[config.mk]
export PLATFORM = sky130hd
export DESIGN_NAME = seg_scan_ctrl
export DESIGN_NICKNAME = d
export VERILOG_FILES = /design/src/rtl/seg_scan_ctrl.sv
export SDC_FILE = /design/constraint.sdc
export NUM_CORES = 1
export LEC_CHECK = 0
export ABC_AREA = 1
export CORE_ASPECT_RATIO = 1.1
export CORE_UTILIZATION = 53
export CTS_BUF_LIST = sky130_fd_sc_hd__clkbuf_4
export CTS_CLUSTER_DIAMETER = 150
export DETAILED_ROUTE_END_ITERATION = 10
export GPL_TIMING_DRIVEN = 0
export HOLD_SLACK_MARGIN = 0.02
export PLACE_DENSITY = 0.92
export SYNTH_ARGS = -nofsm -noshare
export SYNTH_HDL_FRONTEND = slang
export SYNTH_SLANG_ARGS = --single-unit
export TNS_END_PERCENT = 30
[constraint.sdc]
create_clock -name clk -period 1.95 [get_ports clk]
set_input_delay 0.39 -clock clk [delete_from_list [all_inputs] [get_ports clk]]
set_output_delay 0.39 -clock clk [all_outputs]
set_load 0.02 [all_outputs]
[src/rtl/seg_scan_ctrl.sv]
// Time-multiplexed scan controller for an N-digit common-anode 7-segment display.
// Double-buffers the displayed value and optionally blanks leading zero digits.
module seg_scan_ctrl #(
  parameter int unsigned NUM_DIGITS = 4,
  parameter int unsigned ON_CYC     = 8,
  parameter int unsigned GAP_CYC    = 2
) (
  input  logic                    clk,
  input  logic                    reset,
  input  logic                    load,
  input  logic [4*NUM_DIGITS-1:0] load_data,
  input  logic                    lz_en,
  output logic                    load_ack,
  output logic [3:0]              digit_code,
  input  logic [6:0]              seg_in,
  output logic [6:0]              seg_out,
  output logic [NUM_DIGITS-1:0]   an,
  output logic                    frame_start
);

  localparam int unsigned CntMax = (ON_CYC > GAP_CYC) ? ON_CYC : GAP_CYC;
  localparam int unsigned CntW   = $clog2(CntMax + 1);
  localparam int unsigned IdxW   = $clog2(NUM_DIGITS);
  localparam int unsigned DataW  = 4 * NUM_DIGITS;

  typedef enum logic {StGap, StShow} state_e;

  state_e          state_q, state_d;
  logic [CntW-1:0] cnt_q, cnt_d;
  logic [IdxW-1:0] idx_q, idx_d;
  logic            gap_enter, show_enter, wrap;

  logic [DataW-1:0]      active_q, pending_q, active_next;
  logic                  pend_valid_q;
  logic [NUM_DIGITS-1:0] blank_vec;
  logic                  blank_cur;

  logic [NUM_DIGITS-1:0] an_q, an_d;
  logic [3:0]            code_q, code_d;
  logic                  lit_q, lit_d;
  logic                  ack_q, ack_d;
  logic                  fs_q, fs_d;

  // State register
  always_ff @(posedge clk) begin
    if (reset) begin
      state_q <= StGap;
      cnt_q   <= '0;
      idx_q   <= '0;
    end else begin
      state_q <= state_d;
      cnt_q   <= cnt_d;
      idx_q   <= idx_d;
    end
  end

  // Next-state logic
  always_comb begin
    state_d    = state_q;
    cnt_d      = cnt_q + 1'b1;
    idx_d      = idx_q;
    gap_enter  = 1'b0;
    show_enter = 1'b0;
    wrap       = 1'b0;
    unique case (state_q)
      StGap: begin
        if (cnt_q == CntW'(GAP_CYC - 1)) begin
          state_d    = StShow;
          cnt_d      = '0;
          show_enter = 1'b1;
        end
      end
      StShow: begin
        if (cnt_q == CntW'(ON_CYC - 1)) begin
          state_d   = StGap;
          cnt_d     = '0;
          gap_enter = 1'b1;
          if (idx_q == IdxW'(NUM_DIGITS - 1)) begin
            idx_d = '0;
            wrap  = 1'b1;
          end else begin
            idx_d = idx_q + 1'b1;
          end
        end
      end
    endcase
  end

  // A digit is blanked when it and every more significant nibble are zero.
  always_comb begin
    logic zero_run;
    zero_run  = 1'b1;
    blank_vec = '0;
    for (int i = NUM_DIGITS - 1; i >= 0; i--) begin
      zero_run     = zero_run & (active_q[4*i +: 4] == 4'h0);
      blank_vec[i] = lz_en & zero_run & (i != 0);
    end
  end

  assign blank_cur   = blank_vec[idx_q];
  assign active_next = (wrap && pend_valid_q) ? pending_q : active_q;

  // Output logic
  always_comb begin
    an_d   = an_q;
    code_d = code_q;
    lit_d  = lit_q;
    ack_d  = wrap & pend_valid_q;
    fs_d   = wrap;
    if (show_enter) begin
      lit_d = ~blank_cur;
      an_d  = blank_cur ? '1 : ~(NUM_DIGITS'(1) << idx_q);
    end
    if (gap_enter) begin
      lit_d  = 1'b0;
      an_d   = '1;
      // Uses the post-transfer value so digit 0 of a new frame shows fresh data.
      code_d = active_next[4*idx_d +: 4];
    end
  end

  always_ff @(posedge clk) begin
    if (reset) begin
      active_q     <= '0;
      pending_q    <= '0;
      pend_valid_q <= 1'b0;
      an_q         <= '1;
      code_q       <= '0;
      lit_q        <= 1'b0;
      ack_q        <= 1'b0;
      fs_q         <= 1'b0;
    end else begin
      active_q <= active_next;
      if (wrap) begin
        pend_valid_q <= 1'b0;
      end
      // A load on the transfer cycle lands in pending after the old value moves out.
      if (load) begin
        pending_q    <= load_data;
        pend_valid_q <= 1'b1;
      end
      an_q   <= an_d;
      code_q <= code_d;
      lit_q  <= lit_d;
      ack_q  <= ack_d;
      fs_q   <= fs_d;
    end
  end

  assign an          = an_q;
  assign digit_code  = code_q;
  assign load_ack    = ack_q;
  assign frame_start = fs_q;
  assign seg_out     = lit_q ? seg_in : 7'h7F;

endmodule

Word-level counts from Yosys, hierarchy flattened:

Index checks and enable logic that the tools add are counted.

* bitwise operators: 9
* equal/unequal tests: 3
* add/sub/neg operators: 2
* reductions and logical operators: 6
* magnitude comparators: 1
* shift operators: 2
* mux-type cells: 22

Operators by type and width (number)
* $mux W16: 1
* $shiftx A16 B5 Y4: 1
* $logic_not A4 Y1: 3
* $mux W4: 3
* $mux W1: 11
* $pmux W4 S2: 1
* $mux W7: 1
* $and A1 B1 Y1: 6
* $mux W2: 3
* $add A4 B1 Y4 const B: 1
* $eq A4 B1 Y1 const B: 1
* $eq A4 B3 Y1 const B: 1
* $not A4 Y4: 1
* $shl A1 B2 Y4 const A: 1
* $lt A2 B3 Y1 const B: 1
* $add A2 B1 Y2 const B: 1
* $bmux W1 S2: 1
* $eq A2 B2 Y1 const B: 1
* $not A1 Y1: 2
* $pmux W1 S2: 1
* $reduce_bool A2 Y1: 1
* $reduce_or A2 Y1: 1
* $logic_and A1 B1 Y1: 1

* flip-flop bits (word level): 51
* output and inout port bits: 17
* logic and storage cells: 56
* bits of input ports: 27

Depth between registers and ports, before layout:

Gate-level depths: netlist (run 1).

* depth after elaboration: 7
* gate-level depth with buffers: 11
* mapped depth without buffers: 11

Least setup slack after synthesis (run 1):

Ideal clock, no wire load.

* path kind: reg-to-reg
* start point: register idx_q[0]
* end point: register code_q[0] (netlist: digit_code[0])
* setup slack: 0.447 ns
* stages on the path, launching flop included: 12
* arrival time: 1.390 ns
* path buffers: 1
* library setup time: 0.113 ns
* required time: 1.837 ns
* period minus slack after synthesis: 1.503 ns
* cells stage by stage: dfxtp_1 > ha_1 > buf_2 > inv_1 > nand2_1 > nand3_1 > nand2_2 > inv_2 > nand3_1 > nand3_1 > nand3_1 > nand2_1

* longest elaborated chain between the ends: 7
* elaborated cells between the ends (all ways): 11
* classes of those cells: add/sub: 1; eq/ne: 1; shift: 1; mux: 7; reduce/logical: 1

RTL lines
* start: declaration: RTL line 30 `logic [IdxW-1:0] idx_q, idx_d;`
* start signal: assignment: RTL line 53 `idx_q <= idx_d;`
* $eq A2 B2 Y1: RTL line 78 `if (idx_q == IdxW'(NUM_DIGITS - 1)) begin`
* $mux W1: RTL line 78
* $mux W1: RTL line 74 `if (cnt_q == CntW'(ON_CYC - 1)) begin`
* $mux W1: RTL line 65 `unique case (state_q)`
* $logic_and A1 B1 Y1: RTL line 101 `assign active_next = (wrap && pend_valid_q) ? pending_q : active_q;`
* $mux W16: RTL line 101
* $shiftx A16 B5 Y4 (*): RTL line 118 `code_d = active_next[4*idx_d +: 4];`
* end signal: assignment: RTL line 143 `code_q <= code_d;`
* end: declaration: RTL line 39 `logic [3:0] code_q, code_d;`

Mark *: on every way between the ends. The rest lies on a longest branch, timed or not.
A chain may end at the register's enable or synchronous reset.

Worst setup path after layout (run 1):

* start point: register lit_q
* end point: output seg_out[6]

* longest elaborated chain between the ends: 1

RTL lines
* start: declaration: RTL line 40 `logic lit_q, lit_d;`
* start signal: assignment: RTL line 144 `lit_q <= lit_d;`
* $mux W7: RTL line 154 `assign seg_out = lit_q ? seg_in : 7'h7F;`
* end: declaration: RTL line 16 `output logic [6:0] seg_out,`

No other way between the ends.

==> results.md, run 1 <==
- Relative slew slack: 0.6948
- Multi-input logic area: 1021 µm²
- Critical Path AT: approximately 1.4 ns
- I/O pin total: 44
- DRC viols: 0
- Critical Path Start: lit_q
- Fmax: ~560 MHz
- Synth cell types: 24
- Status: complete, no violations
- Final hold vios: 0
- YS warnings: 0
- Setup WS pre-CTS: -0.07191 ns
- Placed Area: 2776 µm²
- Placer congestion estimate: about 0.91
- Peak VDD IR: 0.4390 mV
- Layout cells sized above 1: 0.09444
- Leakage: roughly 1.2 nW
- I/O Buffers: 42
- Die Area: 4590 µm²
- CTS Root Cell: clkbuf_4
- Initial Util: 0.5651
- Drt total wl: 4.627 mm
- Cell Count, Final, Fillers Out: roughly 400
- Setup slack after layout: 0.1553 ns
- Clock slew at reported path FFs: roughly 0.14 ns
- Final Util: 0.6991
- Largest net degree at the start of global routing: 16
- Initial antenna violation count: 0
- End point of the critical path: seg_out[6]
- TritonRoute pass-1 iters: 5
- Crit path max fanout: 8
- Crit end category: output port
- Average routed wire per standard cell: around 11 µm
- Final Max Slew Viols: 0
- Area leader, netlist: dfxtp_1
- Num CTS Buffers: 5
- H-tree Lvls: 2
- Row count: 24
- Least-Margin Pin Slew: 0.4578 ns
- Antenna diodes: 0
- GR Overflow Total: 0
- Inst Count DP: 404
- Yosys top cell area share: 0.4457
- Worst flop-to-flop path endpoint: digit_code[1]
- R2r setup slk: 0.16 ns
- RSZ-0062 raised after global routing: no
- Number of synthesized register bits: slightly above 50
- GRT Resource Usage Total: 0.2325
- Mean Syn Cell Area: 7.390 µm²
- Vias per std cell: 5.133
- Clock Latency Late Sink: around 0.38 ns
- CP required: approximately 1.6 ns
- Clk buf depth: 2
- Vias: approximately 2100
- Die W: approximately 65 µm
- CP Launch Type: flop
- Crit path time final: approximately 1.8 ns
- Part of the cycle the worst path needs: 0.9204
- DP HPWL: 3.653 mm
- # Max-Cap Violations: 0
- Core Box Area: around 4100 µm²
- First-pass GRT wire length: just over 8 mm
- Worst min path class: flop to flop
- Design area: about 2800 µm²
- Post-synth net total: 343
- Remaining antenna violation count: 0
- CTS tree: done
- Hold path depth: 2
- Iteration-0 DRC Markers: 75
- Setup Skew: approximately 0.012 ns
- Area contributors post-synth: dfxtp_1 (45%), inv_1 (8.0%), nand3_1 (7.4%)
- Post-synthesis cell area: ~2300 µm²
- Vias in the first global route: about 1900
- Sequential element share of the synthesized area: 0.4457
- Die height: 70.96 µm
- Hold buffer count at cts: 0
- Area grow syn2layout: 23.70%
- Reg-to-reg critical path startpoint: idx_q[1]
- Storage element area: approximately 1000 µm²
- Post-Syn Instances: 310
- Power Density: between 600 and 700 nW/µm²
- Final nets: 392
- Final setup fails: 0
- Filler instances: between 300 and 400
- Clk sinks: approximately 50
- Crit Path Category: flop to output port
- Depth of the most critical reg-to-reg path: 11
==> how the worst min path moves through the flow <==
| stage | start | end | slack [ns] |
|---|---|---|---|
| 5_1_grt | pending_q[13] | pending_q[13] | 0.48 |
| 3_5_place_dp | digit_code[2] | digit_code[2] | 0.45 |
| 6_report | pending_q[13] | pending_q[13] | 0.47 |
| 2_1_floorplan | pending_q[0] | pending_q[0] | 0.43 |
| 4_1_cts | digit_code[2] | digit_code[2] | 0.47 |
| 3_3_place_gp | digit_code[2] | digit_code[2] | 0.44 |
==> synth_stat cells, drive strengths merged <==
library cell   n
or2            7
ha             6
dfxtp         51
o22ai          1
o211ai         1
buf            4
nor2          33
nor3           2
o21ai         22
inv           51
nand4         18
xor2           1
clkbuf         9
a21oi         19
nand2         50
nand3         35
==> worst max-delay path: stages, from the launching register on <==
cell and delay (ns):
dfxtp_1 0.34, inv_1 0.08, or2_2 0.28, dlygate4sd2_1 0.32
==> flip-flops by register name (all words and copies together), names as in the netlist, 2 cells and up <==
signal,cells
active_q,16
pending_q,16
an,4
cnt_q,4
digit_code,4
idx_q,2
==> layer usage <==
layer,global-route usage,part of all wire,vias up
li1,-,-,1094
met1,0.2735,0.43,941
met2,0.3848,0.49,72
met3,0.06129,0.057,8
met4,0.1235,0.021,0
met5,0,0,-
==> layout by cell type, fill, tap and decap left out, types with 2 or more instances in the layout <==
cell type and instances:
nor2_1 31, nand2_1 42, clkdlybuf4s50_1 35, clkbuf_4 7, inv_2 2, clkbuf_1 9
dfxtp_1 50, nand3_1 34, nand2_2 7, inv_1 49, nor3_1 2, nand4_1 18
a21oi_1 19, ha_1 6, o21ai_0 21, dlygate4sd2_1 7, or2_2 7
==> what timing repair did <==
item                       in CTS  in global routing
resized for setup               7                  3
hold endpoints to repair        0                  0
pin swaps                       0                  0
setup endpoints to repair       7                  4
setup buffers                   0                  0
==> power breakdown <==
group / leakage [nW] / internal [mW] / switching (mW)
clock network: 0.0317 / 0.154 / 0.326
logic: 0.758 / 0.119 / 0.148
registers: 0.417 / 1.09 / 0.0210
total: 1.21 / 1.36 / 0.495
==> kinds of logic (layout without fill, tap and decap cells) <==
logic type | Yosys count | in the layout | synth area share
AOI/OAI and AO/OA | 43 | 43 | 0.09722
xor gates and xnor gates | 1 | 1 | 0.003824
adders and majority gates | 6 | 6 | 0.03277
buffers and inverters | 64 | 114 | 0.1109
DFF | 51 | 51 | 0.4457
and+or+nand+nor | 145 | 145 | 0.3097
==> metrics by stage <==
step | total power [mW] | hold slack [ns] | TNS (ns)
after global routing | 1.946 | 0.4796 | 0
after global placement | 1.401 | 0.4402 | -0.2913
after floorplan | 1.289 | 0.4300 | 0
after CTS | 1.869 | 0.4662 | 0
final | 1.857 | 0.4669 | 0
after detailed placement | 1.416 | 0.4457 | -0.3880
==> cell type report <==
cell class	count	share of cell area
buffer	13	0.02296
clock buffer	6	0.01589
clock inverter	2	0.004415
inverter	51	0.06755
multi-input combinational	195	0.3603
sequential	51	0.3607
tap	52	0.02296
timing repair buffer	42	0.1453
No activity file was read; power rests on OpenSTA's default activity.
==> run 2, diff against run 1 <==
--- a/config.mk
+++ b/config.mk
@@ -7,13 +7,14 @@
 export LEC_CHECK = 0
 export ABC_AREA = 1
 export CORE_ASPECT_RATIO = 1.1
-export CORE_UTILIZATION = 53
+export CORE_UTILIZATION = 45
 export CTS_BUF_LIST = sky130_fd_sc_hd__clkbuf_4
 export CTS_CLUSTER_DIAMETER = 150
 export DETAILED_ROUTE_END_ITERATION = 10
 export GPL_TIMING_DRIVEN = 0
 export HOLD_SLACK_MARGIN = 0.02
-export PLACE_DENSITY = 0.92
+export PLACE_DENSITY = 0.82
+export REMOVE_ABC_BUFFERS = 1
 export SYNTH_ARGS = -nofsm -noshare
 export SYNTH_HDL_FRONTEND = slang
 export SYNTH_SLANG_ARGS = --single-unit
==> results.md, run 2 (synthesis gave the netlist of run 1 again) <==
- CP required: 2.29 ns
- RSZ-0062 raised after global routing: no
- Critical Path AT: 2.15 ns
- Max stage delay on crit path: just over 0.4 ns
- Crit path time final: roughly 1.8 ns
- Placer congestion estimate: 0.8586
- CP Launch Type: flop
- GRT Resource Usage Total: 0.1831
- Final setup fails: 0
- Internal: 1.353 mW
- Clk pwr share: 0.257
- Final nets: approximately 390
- Core Box Area: approximately 4800 µm²
- Least-Margin Pin Slew: approximately 0.97 ns
- I/O pin total: 44
- Vias: 2089
- # Max-Cap Violations: 0
- Row count: 26
- Hold buffer count at cts: 0
- Setup Skew: ~0.016 ns
- Final Util: 0.5963
- Slowest CP cell: dfxtp_1
- Part of the cycle the worst path needs: 0.9271
- Leakage: ~1.2 nW
- Seq pwr share: 0.608
- Fmax: roughly 550 MHz
- Clock slew at reported path FFs: roughly 0.15 ns
- I/O Buffers: between 40 and 50
- Layout cells sized above 1: 0.1039
- Clk sinks: 51
- Pwr Total: 1.842 mW
- Antenna diodes: 0
- Area grow syn2layout: 24.47%
- Num CTS Buffers: 5
- TritonRoute pass-1 iters: 4
- Clk buf depth: 2
- CTS Root Cell: clkbuf_4
- Most common cell on crit path: nand3_1
- Most common cell after layout, fill and taps aside: dfxtp_1
- Crit-path cells: ha_1 -> nand2_2 -> nor2_8 -> nand3_2 -> nand2_1 -> nand3_1 -> nand3_1 -> nand3_1 -> nand2_1
- H-tree Lvls: 2
- Clock Latency Late Sink: roughly 0.38 ns
- Die height: between 70 and 80 µm
- Worst min path class: flop to flop
- Crit path max fanout: 14
- Final Max Slew Viols: 0
- Die W: around 70 µm
- Net Sw Frac: 0.2654
- Average routed wire per standard cell: about 12 µm
- Drt total wl: 4.808 mm
- GR Overflow Total: 0
- DP HPWL: 3.243 mm
- Largest net degree at the start of global routing: 34
- First-pass GRT wire length: slightly below 8 mm
- Initial Util: 0.4791
- Vias in the first global route: 1825
- Initial antenna violation count: 0
- Crit Path Category: flop to flop
- Status: complete, no violations
- Die Area: roughly 5400 µm²
- Crit end category: flop
- Vias per std cell: a little over 5
- CTS tree: done
- Peak VDD IR: between 0.3 and 0.4 mV
- Most frequent cells in the layout: dfxtp_1 (51), inv_1 (48), nand2_1 (42)
- Top flop regs: active_q: 16 flops, pending_q: 16 flops
- Comb pwr share: 0.136
- Iteration-0 DRC Markers: 74
- Relative slew slack: 0.3535
- Remaining antenna violation count: 0
- Filler instances: about 430
- DRC viols: 0
- Switch Pwr: roughly 490 µW
- Power Density: 646.1 nW/µm²
- Final hold vios: 0
==> run 2: layout make-up <==
cell class / instances / area (µm²) / share of cell area
clock buffers: 6 / 45.04 / 0.01580
flip-flops and latches: 51 / 1021 / 0.3581
well taps: 56 / 70.07 / 0.02457
clock inverters: 2 / 7.507 / 0.002633
multi-input cells: 196 / 1044 / 0.3660
inverters: 51 / 191.4 / 0.06713
repair buffers: 50 / 473.0 / 0.1659
==> run 2: power groups by stage <==
| stage | clock network [mW] | logic, mW | registers, mW |
|---|---|---|---|
| 6_report | 0.473 | 0.250 | 1.12 |
| 5_1_grt | 0.525 | 0.281 | 1.13 |
| 4_1_cts | 0.474 | 0.252 | 1.12 |
| 3_5_place_dp | 0 | 0.265 | 1.14 |
| 3_3_place_gp | 0 | 0.258 | 1.14 |
| 2_1_floorplan | 0 | 0.137 | 1.14 |
==> run 2: repair_timing <==
| item | in CTS | in global routing |
|---|---|---|
| resized for setup | 10 | 2 |
| buffers inserted | 0 | 7 |
| setup endpoints to repair | 28 | 4 |
| pin swaps | 0 | 3 |
| endpoints found under the hold margin | 0 | 0 |
| cloned | 0 | 1 |
==> run 2: worst paths after layout <==
check	start	endpoint	slack [ns]	cells after the start
setup / recovery	cnt_q[0]	digit_code[0]	0.14	9
hold / removal	digit_code[2]	digit_code[2]	0.46	2
setup reg to reg	cnt_q[0]	digit_code[0]	0.14	9
hold reg to reg	digit_code[2]	digit_code[2]	0.46	2
==> run 2: metrics by stage <==
stage	std cells	worst slack (ns)	setup TNS (ns)	hold slack (ns)	area [µm²]
2_1_floorplan	297	0.2097	0	0.4302	2228
3_3_place_gp	396	-0.4149	-9.969	0.4434	2729
3_5_place_dp	396	-0.4384	-10.38	0.4488	2729
4_1_cts	404	0.08161	0	0.4676	2784
5_1_grt	412	0.009313	0	0.4884	2851
6_report	412	0.1422	0	0.4634	2851
==> run 2: worst max-delay path, delay by kind of cell, from the launching register on <==
kind	cells	cell delay (ns)
flip-flops	1	0.41
AND/OR/NAND/NOR	8	1.14
adder cells (fa/ha/maj)	1	0.20
==> run 2: metal layers <==
layer  up-vias  track usage  share of wire
li1       1089            -              -
met1       924       0.2099           0.44
met2        67       0.3173           0.49
met3         9      0.04862          0.060
met4         0      0.08000          0.017
met5         -            0              0
==> run 3, diff against run 2 <==
--- a/config.mk
+++ b/config.mk
@@ -7,12 +7,14 @@
 export LEC_CHECK = 0
 export ABC_AREA = 1
 export CORE_ASPECT_RATIO = 1.1
+export CORE_MARGIN = 3
 export CORE_UTILIZATION = 45
 export CTS_BUF_LIST = sky130_fd_sc_hd__clkbuf_4
 export CTS_CLUSTER_DIAMETER = 150
 export DETAILED_ROUTE_END_ITERATION = 10
 export GPL_TIMING_DRIVEN = 0
 export HOLD_SLACK_MARGIN = 0.02
+export MAX_ROUTING_LAYER = met4
 export PLACE_DENSITY = 0.82
 export REMOVE_ABC_BUFFERS = 1
 export SYNTH_ARGS = -nofsm -noshare
==> results.md, run 3 (synthesis gave the netlist of run 1 again) <==
- Critical Path AT: around 2.2 ns
- Critical path depth: 10
- DRC viols: 0
- First-pass GRT wire length: ~8.3 mm
- Antenna diodes: 0
- DP HPWL: 3.462 mm
- CTS tree: done
- # Max-Cap Violations: 0
- Clk sinks: about 50
- Hold buffer count at cts: 0
- H-tree Lvls: 2
- Most common cell after layout, fill and taps aside: dfxtp_1
- Crit end category: flop
- Final setup fails: 0
- Crit path time final: between 1.5 and 2 ns
- Placer congestion estimate: 0.8621
- Depth of the most critical reg-to-reg path: 10
- Max stage delay on crit path: ~0.41 ns
- Most common cell on crit path: nand3_1
- Clk buf depth: 2
- Worst Path Buf+Inv: 1
- Status: complete, no violations
- Setup Skew: ~0.014 ns
- GRT Resource Usage Total: 0.1801
- Crit-path cells: ha_1 -> nand2_2 -> nor2_8 -> nand3_4 -> buf_4 -> nand2_2 -> nand3_1 -> nand3_1 -> nand3_1 -> nand2_1
- Slowest CP cell: dfxtp_1
- Setup WS pre-CTS: -0.4636 ns
- Num CTS Buffers: 5
- CP required: 2.27 ns
- Leakage: about 1.2 nW
- GR Overflow Total: 0
- Crit path max-delay family: simple AND/OR/NAND/NOR gates
- Top flop regs: active_q: 16 flops, pending_q: 16 flops
- Average routed wire per standard cell: 11.87 µm
- Die height: between 80 and 90 µm
- Vias per std cell: about 5.0
- Relative slew slack: 0.3379
- Setup slack after layout: 0.1165 ns
- Die Area: roughly 6000 µm²
- Crit path max fanout: 17
- Clock slew at reported path FFs: 0.14 ns
- CP Launch Type: flop
- Vias: approximately 2100
- Iteration-0 DRC Markers: slightly above 100
- I/O Buffers: between 40 and 50
- Pwr Total: ~1.9 mW
- Area grow syn2layout: 25.23%
- Remaining antenna violation count: 0
- Die W: approximately 74 µm
- Initial Util: 0.4791
- Final hold vios: 0
- CTS Root Cell: clkbuf_4
- Hold path depth: 2
- Vias in the first global route: between 1500 and 2000
- Crit Path Category: flop to flop
- Hold Startpoint: digit_code[1]
- Peak VDD IR: around 0.47 mV
- Fmax: roughly 550 MHz
- Most frequent cells in the layout: dfxtp_1 (51), inv_1 (49), nand2_1 (42)
- Part of the cycle the worst path needs: 0.9402
- Least-Margin Pin Slew: slightly below 1 ns
- Reg-to-reg critical path startpoint: cnt_q[0]
- TritonRoute pass-1 iters: 4
- Row count: 26
- Final nets: 390
- Core Box Area: about 4800 µm²
- Layout cells sized above 1: 0.1117
- Largest net degree at the start of global routing: 34
- RSZ-0062 raised after global routing: no
- Final Max Slew Viols: 0
- Clock Latency Late Sink: around 0.37 ns
- I/O pin total: 44
- Critical Path Start: cnt_q[0]
- Power Density: around 650 nW/µm²
- Worst min path class: flop to flop
- Drt total wl: roughly 4.9 mm
- Initial antenna violation count: 0
## run 3: area by class of cell
type	count	area, µm²
sequential	51	1021
clock inverter	1	5.005
timing repair buffer	53	495.5
inverter	51	191.4
fill	424	1913
clock buffer	7	52.55
tap	56	70.07
multi-input combinational	195	1033
## run 3: layer usage
| layer | GRT usage | up-vias | part of all wire |
|---|---|---|---|
| met5 | - | - | 0 |
| met4 | 0.05254 | 0 | 0.0098 |
| met3 | 0.04950 | 5 | 0.068 |
| met2 | 0.3094 | 62 | 0.50 |
| met1 | 0.2029 | 931 | 0.42 |
| li1 | - | 1091 | - |
## run 3: worst paths after layout
check / endpoint / slack [ns]
min reg2reg: digit_code[1] / 0.46
max: digit_code[3] / 0.12
max reg2reg: digit_code[3] / 0.12
min: digit_code[1] / 0.46
## run 3: tightest hold or removal path: stages (launching register included)
cell and delay (ns):
dfxtp_1 0.33, nand2_1 0.06, nand2_1 0.04
## run 3: power by group
| part | switching [mW] | leakage, nW | internal [mW] |
|---|---|---|---|
| combinational | 0.137 | 0.780 | 0.115 |
| sequential | 0.0285 | 0.417 | 1.09 |
| clock | 0.316 | 0.0361 | 0.169 |
| total | 0.482 | 1.23 | 1.37 |
## run 3: through the flow
| stage | setup TNS (ns) | instances | hold WS (ns) | utilization | cell area [µm²] |
|---|---|---|---|---|---|
| 3_3_place_gp | -10.02 | 396 | 0.4429 | 0.5706 | 2729 |
| 4_1_cts | 0 | 404 | 0.4664 | 0.5832 | 2789 |
| 6_report | 0 | 414 | 0.4583 | 0.5999 | 2869 |
| 3_5_place_dp | -10.91 | 396 | 0.4470 | 0.5706 | 2729 |
| 2_1_floorplan | 0 | 297 | 0.4302 | - | 2228 |
| 5_1_grt | 0 | 414 | 0.4880 | 0.5999 | 2869 |
## run 3: repair_timing
| action | in CTS | in global routing |
|---|---|---|
| pin swaps | 0 | 3 |
| buffers inserted | 0 | 10 |
| resized for setup | 10 | 1 |
| setup endpoints to repair | 26 | 4 |
